===== config.mk =====
export PLATFORM = sky130hd
export DESIGN_NAME = bus_arbiter
export DESIGN_NICKNAME = d
export VERILOG_FILES = /design/src/rtl/bus_pkg.sv /design/src/rtl/bus_arbiter_rr_pick.sv /design/src/rtl/bus_arbiter.sv
export SDC_FILE = /design/constraint.sdc
export NUM_CORES = 1
export LEC_CHECK = 0
export CORE_AREA = 3 3 156 158
export DETAILED_ROUTE_END_ITERATION = 6
export DIE_AREA = 0 0 159 161
export HOLD_SLACK_MARGIN = 0.15
export PLACE_DENSITY = 0.7
export SETUP_SLACK_MARGIN = 0.2
export SYNTH_ARGS = -nofsm -noshare
export SYNTH_HDL_FRONTEND = slang
export SYNTH_SLANG_ARGS = --single-unit

===== constraint.sdc =====
create_clock -name clk_i -period 3.2 [get_ports clk_i]
set_input_delay 0.8 -clock clk_i [delete_from_list [all_inputs] [get_ports clk_i]]
set_output_delay 0.8 -clock clk_i [all_outputs]
set_load 0.01 [all_outputs]

===== src/rtl/bus_pkg.sv =====
// Shared types and constants for the bus arbiter slice: FSM state encoding,
// default widths and a constant-evaluable clog2.
package bus_pkg;

    localparam int unsigned DefNrHosts        = 32'd4;
    localparam int unsigned DefDataWidth      = 32'd32;
    localparam int unsigned DefAddressWidth   = 32'd32;
    localparam int unsigned DefTimeoutCycles  = 32'd16;

    typedef enum logic [1:0] {
        IDLE = 2'd0,
        ADDR = 2'd1,
        RESP = 2'd2
    } arb_state_e;

    function automatic int unsigned clog2(input int unsigned value);
        int unsigned result;
        result = 32'd0;
        for (int unsigned i = 32'd0; i < 32'd32; i++) begin
            result = ((64'd1 << i) < 64'(value)) ? (i + 32'd1) : result;
        end
        return result;
    endfunction

endpackage


===== src/rtl/bus_arbiter_rr_pick.sv =====
// Round-robin winner selection: first requesting index at or above rr_i,
// wrapping modulo NrHosts.
module rr_pick
    import bus_pkg::*;
#(
    parameter  int unsigned NrHosts = DefNrHosts,
    localparam int unsigned IdxW    = (NrHosts > 32'd1) ? clog2(NrHosts) : 32'd1
) (
    input  logic [NrHosts-1:0] req_i,
    input  logic [IdxW-1:0]    rr_i,
    output logic [IdxW-1:0]    winner_o,
    output logic               any_o
);

    logic [2*NrHosts-1:0] dbl_s;
    logic [NrHosts-1:0]   rot_s;
    logic [IdxW-1:0]      off_s;
    logic [IdxW:0]        sum_s;

    // Rotate so that bit 0 of rot_s is the host at the round-robin pointer.
    assign dbl_s = {req_i, req_i} >> rr_i;
    assign rot_s = dbl_s[NrHosts-1:0];

    // Lowest set bit of the rotated vector is the offset of the winner.
    always_comb begin
        off_s = '0;
        for (int i = NrHosts - 1; i >= 0; i--) begin
            off_s = rot_s[i] ? IdxW'(i) : off_s;
        end
        sum_s = {1'b0, rr_i} + {1'b0, off_s};
        if (sum_s >= (IdxW+1)'(NrHosts)) begin
            winner_o = IdxW'(sum_s - (IdxW+1)'(NrHosts));
        end else begin
            winner_o = sum_s[IdxW-1:0];
        end
        any_o = |req_i;
    end

endmodule


===== src/rtl/bus_arbiter.sv =====
// Transaction-level round-robin arbiter in front of the single upstream bus port;
// one transaction outstanding, owner holds the bus until response or timeout.
module bus_arbiter
    import bus_pkg::*;
#(
    parameter int unsigned NrHosts       = DefNrHosts,
    parameter int unsigned DataWidth     = DefDataWidth,
    parameter int unsigned AddressWidth  = DefAddressWidth,
    parameter int unsigned TimeoutCycles = DefTimeoutCycles
) (
    input  logic                                  clk_i,
    input  logic                                  rst_ni,
    input  logic [NrHosts-1:0]                    host_req_i,
    input  logic [NrHosts-1:0][AddressWidth-1:0]  host_addr_i,
    input  logic [NrHosts-1:0]                    host_we_i,
    input  logic [NrHosts-1:0][DataWidth-1:0]     host_wdata_i,
    output logic [NrHosts-1:0]                    host_gnt_o,
    output logic [NrHosts-1:0]                    host_rvalid_o,
    output logic [DataWidth-1:0]                  host_rdata_o,
    output logic [NrHosts-1:0]                    host_err_o,
    output logic                                  bus_req_o,
    output logic [AddressWidth-1:0]               bus_addr_o,
    output logic                                  bus_we_o,
    output logic [DataWidth-1:0]                  bus_wdata_o,
    input  logic                                  bus_gnt_i,
    input  logic                                  bus_rvalid_i,
    input  logic [DataWidth-1:0]                  bus_rdata_i,
    input  logic                                  bus_err_i
);

    localparam int unsigned IdxW = (NrHosts > 32'd1) ? clog2(NrHosts) : 32'd1;
    localparam int unsigned CntW = clog2(TimeoutCycles + 32'd1);

    arb_state_e             state_q, state_d;
    logic [IdxW-1:0]        owner_q, owner_d;
    logic [IdxW-1:0]        rr_q, rr_d;
    logic [CntW-1:0]        cnt_q, cnt_d;
    logic [AddressWidth-1:0] addr_q, addr_d;
    logic                   we_q, we_d;
    logic [DataWidth-1:0]   wdata_q, wdata_d;

    logic [IdxW-1:0]        winner_s;
    logic                   any_s;
    logic [IdxW-1:0]        next_rr_s;
    logic [NrHosts-1:0]     owner_oh_s;

    rr_pick #(
        .NrHosts (NrHosts)
    ) u_rr_pick (
        .req_i    (host_req_i),
        .rr_i     (rr_q),
        .winner_o (winner_s),
        .any_o    (any_s)
    );

    assign bus_addr_o  = addr_q;
    assign bus_we_o    = we_q;
    assign bus_wdata_o = wdata_q;

    // Owner one-hot and the pointer value to use once the owner is done.
    always_comb begin
        owner_oh_s = {{(NrHosts-1){1'b0}}, 1'b1} << owner_q;
        if (owner_q == IdxW'(NrHosts - 32'd1)) begin
            next_rr_s = '0;
        end else begin
            next_rr_s = owner_q + IdxW'(1);
        end
    end

    // Next-state, latch updates and host/bus handshake outputs.
    always_comb begin
        state_d       = state_q;
        owner_d       = owner_q;
        rr_d          = rr_q;
        cnt_d         = cnt_q;
        addr_d        = addr_q;
        we_d          = we_q;
        wdata_d       = wdata_q;
        bus_req_o     = 1'b0;
        host_gnt_o    = '0;
        host_rvalid_o = '0;
        host_err_o    = '0;
        host_rdata_o  = '0;

        case (state_q)
            IDLE: begin
                if (any_s) begin
                    owner_d = winner_s;
                    addr_d  = host_addr_i[winner_s];
                    we_d    = host_we_i[winner_s];
                    wdata_d = host_wdata_i[winner_s];
                    state_d = ADDR;
                end else begin
                    state_d = IDLE;
                end
            end
            ADDR: begin
                bus_req_o = 1'b1;
                if (bus_gnt_i) begin
                    host_gnt_o = owner_oh_s;
                    cnt_d      = '0;
                    state_d    = RESP;
                end else begin
                    state_d = ADDR;
                end
            end
            RESP: begin
                cnt_d = cnt_q + CntW'(1);
                // A real response on the last allowed cycle beats the timeout.
                if (bus_rvalid_i) begin
                    host_rvalid_o = owner_oh_s;
                    host_rdata_o  = bus_rdata_i;
                    host_err_o    = bus_err_i ? owner_oh_s : '0;
                    rr_d          = next_rr_s;
                    state_d       = IDLE;
                end else if (cnt_q == CntW'(TimeoutCycles - 32'd1)) begin
                    host_rvalid_o = owner_oh_s;
                    host_err_o    = owner_oh_s;
                    rr_d          = next_rr_s;
                    state_d       = IDLE;
                end else begin
                    state_d = RESP;
                end
            end
            default: begin
                state_d = IDLE;
            end
        endcase
    end

    // State, ownership, pointer, timeout counter and latched request fields.
    always_ff @(posedge clk_i or negedge rst_ni) begin
        if (!rst_ni) begin
            state_q <= IDLE;
            owner_q <= '0;
            rr_q    <= '0;
            cnt_q   <= '0;
            addr_q  <= '0;
            we_q    <= 1'b0;
            wdata_q <= '0;
        end else begin
            state_q <= state_d;
            owner_q <= owner_d;
            rr_q    <= rr_d;
            cnt_q   <= cnt_d;
            addr_q  <= addr_d;
            we_q    <= we_d;
            wdata_q <= wdata_d;
        end
    end

endmodule


==> metrics.txt <==
depth of the worst register-to-register path=11; sort of element at the end of the critical path=output pin; Leak Pwr=4.85 nW; count of routing violations after the opening detailed-route iteration=350; post-detailed-routing wire length=24200 um; Root Driver=sky130_fd_sc_hd__clkbuf_16; Remaining Overflow, GRT=0; transition time at the pin with the least slew margin=0.983 ns; result of the run=complete, no violations; via count=6638; final setup margin=0.261 ns; final setup violation count=0; PD cells=975 nW/um^2; Period minus WS final=2.94 ns; sink count of the clock tree=76; ys async rst share=100%; pre-CTS WS=-0.383 ns; synthesized flop and latch total=76; number of flops mapped to enable cells by yosys=0; Reg-to-Reg End=bus_wdata_o[31]$_DFFE_PN0N_; residual antenna-violating net count after detailed routing=0; number of hold buffers added after cts=0; average vias per placed instance=4.79; fmax=340 MHz; Skew-Pair Late Insertion Delay=0.33 ns; data required time at the worst endpoint=2.40 ns; clock tree from TritonCTS=built; IO Port Bufs=410; skew final=0.00971 ns; R2R Path Start=rr_q[1]$_DFFE_PN0P_; worst min path class=register to register; hold violation total from the final report=0; Max transition margin=34.5%; initial antenna violation count=0; fraction of final layout cells with drive strength greater than 1=10.5%; Top-Level Pins=411; distinct cell type count of the synthesized netlist=37; prevailing post-synth register cell=sky130_fd_sc_hd__dfrtp_1; area delta synth->final=95.3%; die footprint=25600 um^2; fraction of power consumed by combinational cells=73.5%; maximum number of buffers from clock root to sink=2; internal cell power=6.19 mW; type of the worst setup path=input port to output pin; area of all placed cells without fillers=11100 um^2; number of antenna cells inserted=0; Vert. Die Dim=161 um; clock transition at the register clock pins on the worst setup and hold paths after CTS=0.06 ns; number of max-capacitance violations reported=0; total iterations of the first detailed-routing run=4; min-delay src=bus_addr_o[8]$_DFFE_PN0N_; post-synth net total=961; area of placed instances=10400 um^2; number of cell rows=56; Clk pwr share=9.8%; switching power of the nets=4.60 mW; average cell area after synthesis=8.68 um^2; Seq pwr share=16.7%; minimum hold slack=0.483 ns; number of pins exceeding their max-slew limit in the final report=0; post-route fraction of the period consumed by the critical path=91.8%; total core area=23300 um^2; GRT Overall Usage=17.5%; placer's final routability congestion estimate=0.858; largest net degree at the start of global routing=77; minimum setup slack among reg-to-reg paths=0.55 ns; Critical Path Fanout Max=3; nets=1369; routed wire length per instance=17.4 um; global-route wire length before repair=35800 um; switching portion of total power=42.6%; post-synthesis sequential area ratio=33.5%; Hold EP=bus_addr_o[8]$_DFFE_PN0N_; width of the die=159 um; synthesized instance count=653; post-synthesis instance area=5670 um^2; final HPWL from detailed placement=19000 um; vias in the first global route=6575; sum of negative setup slack=0 ns; Num CTS Buffers=9; Max rail drop VDD=0.531 mV; effective utilization at floorplan=24.4%; Worst Path Arrival=2.14 ns; RSZ-0062 raised after global routing=true; Clock H-tree levels=3; detailed-route DRC error count=0; crit path launch type=input port; number of synthesis warnings=0; depth of the worst hold-timing path=2
[how the worst max path moves through the flow]
stage             startpoint                           to  slack, ns  cells past startpoint
2_1_floorplan  host_req_i[2]   bus_wdata_o[6]$_DFFE_PN0N_       0.10                     14
3_3_place_gp   host_req_i[2]  bus_wdata_o[16]$_DFFE_PN0N_      -0.22                     12
3_5_place_dp   host_req_i[2]  bus_wdata_o[12]$_DFFE_PN0N_      -0.38                     12
4_1_cts         bus_rvalid_i                host_err_o[2]       0.07                      6
5_1_grt        host_req_i[3]  bus_wdata_o[14]$_DFFE_PN0N_       0.15                     13
6_report           bus_err_i                host_err_o[0]       0.26                      6
[placed cells by master, fill, tap and decap left out, types with 3 or more instances in the layout]
master / n
sky130_fd_sc_hd__dlymetal6s2s_1: 4
sky130_fd_sc_hd__buf_12: 11
sky130_fd_sc_hd__o21ai_1: 5
sky130_fd_sc_hd__nor2_1: 72
sky130_fd_sc_hd__o311ai_1: 45
sky130_fd_sc_hd__and2_1: 8
sky130_fd_sc_hd__o311ai_2: 20
sky130_fd_sc_hd__mux2i_1: 128
sky130_fd_sc_hd__nor2b_1: 3
sky130_fd_sc_hd__buf_4: 35
sky130_fd_sc_hd__nor3b_1: 3
sky130_fd_sc_hd__a21oi_1: 9
sky130_fd_sc_hd__dlygate4sd2_1: 24
sky130_fd_sc_hd__o21ai_0: 67
sky130_fd_sc_hd__clkdlybuf4s50_1: 380
sky130_fd_sc_hd__clkbuf_16: 13
sky130_fd_sc_hd__dfrtp_1: 75
sky130_fd_sc_hd__ha_1: 5
sky130_fd_sc_hd__nor2_2: 4
sky130_fd_sc_hd__mux2i_2: 3
sky130_fd_sc_hd__and3_1: 37
sky130_fd_sc_hd__nand2_1: 71
sky130_fd_sc_hd__inv_1: 5
[synth_stat cells (all sizes together) (4+ instances only)]
cell      n  area share [%]
a21oi    10            0.88
and2      8            0.88
and3     37             4.1
buf      20             2.3
clkbuf   48             3.2
dfrtp    76              34
ha        7             1.5
inv       5            0.33
mux2i   131              23
nand2    71             4.7
nor2     76             5.0
nor2b     4            0.44
o21ai    72             6.4
o311ai   65              10
[logic make-up after synthesis]
| group | Yosys count | share of synthesized area [%] |
|---|---|---|
| flops | 76 | 33.5 |
| xor+xnor | 1 | 0.154 |
| simple gates | 205 | 16.3 |
| buf+inv | 73 | 5.85 |
| mux | 133 | 23.5 |
| fa+ha+maj | 7 | 1.54 |
| compound gates | 158 | 19.1 |
[final cells by class]
cell class / count / area [um^2]
clock buffers: 11 / 253
fillers: 2257 / 12200
clock inverters: 5 / 58.8
well taps: 319 / 399
inverters: 5 / 18.8
repair buffers: 465 / 4760
multi-input cells: 504 / 3680
flip-flops and latches: 76 / 1900
[critical path, stage by stage]
cell                              delay (ns)
sky130_fd_sc_hd__clkdlybuf4s50_1        0.50
sky130_fd_sc_hd__mux2i_2                0.22
sky130_fd_sc_hd__nor2_2                 0.07
sky130_fd_sc_hd__buf_4                  0.14
sky130_fd_sc_hd__and2_1                 0.14
sky130_fd_sc_hd__dlygate4sd2_1          0.28
[registers in the layout (all words and copies together) (netlist names)]
register / cells
bus_we_o: 1
bus_wdata_o: 32
owner_q: 2
cnt_q: 5
state_q: 2
rr_q: 2
bus_addr_o: 32
[routing by layer]
layer | global-route usage, % | part of all wire, %
met5 | 0 | 0
met4 | 5.45 | 2.3
met3 | 4.80 | 7.8
met1 | 19.2 | 37
met2 | 32.9 | 53
[power groups by stage]
stage                     Sequential, mW  Combinational (mW)  Clock, mW
after floorplan                     1.90                4.04          0
after global placement              1.77                7.05          0
after detailed placement            1.80                7.10          0
after CTS                           1.79                7.16       1.10
after global routing                1.87                8.57       1.14
final                               1.80                7.94       1.06
[through the flow]
stage               power [mW]  util [%]  std cells
floorplan                 5.93         -        653
global placement          8.82      44.6       1362
detailed placement        8.90      44.6       1362
CTS                       10.0      46.1       1380
global route              11.6      47.6       1385
finish                    10.8      47.6       1385
[repair_timing]
action | 4_1_cts | 5_1_grt
cloned | 0 | 4
buffers inserted | 2 | 1
setup endpoints to repair | 108 | 88
pin swaps | 1 | 2
gates resized for setup | 39 | 67
(Power assumes the default switching activity.)
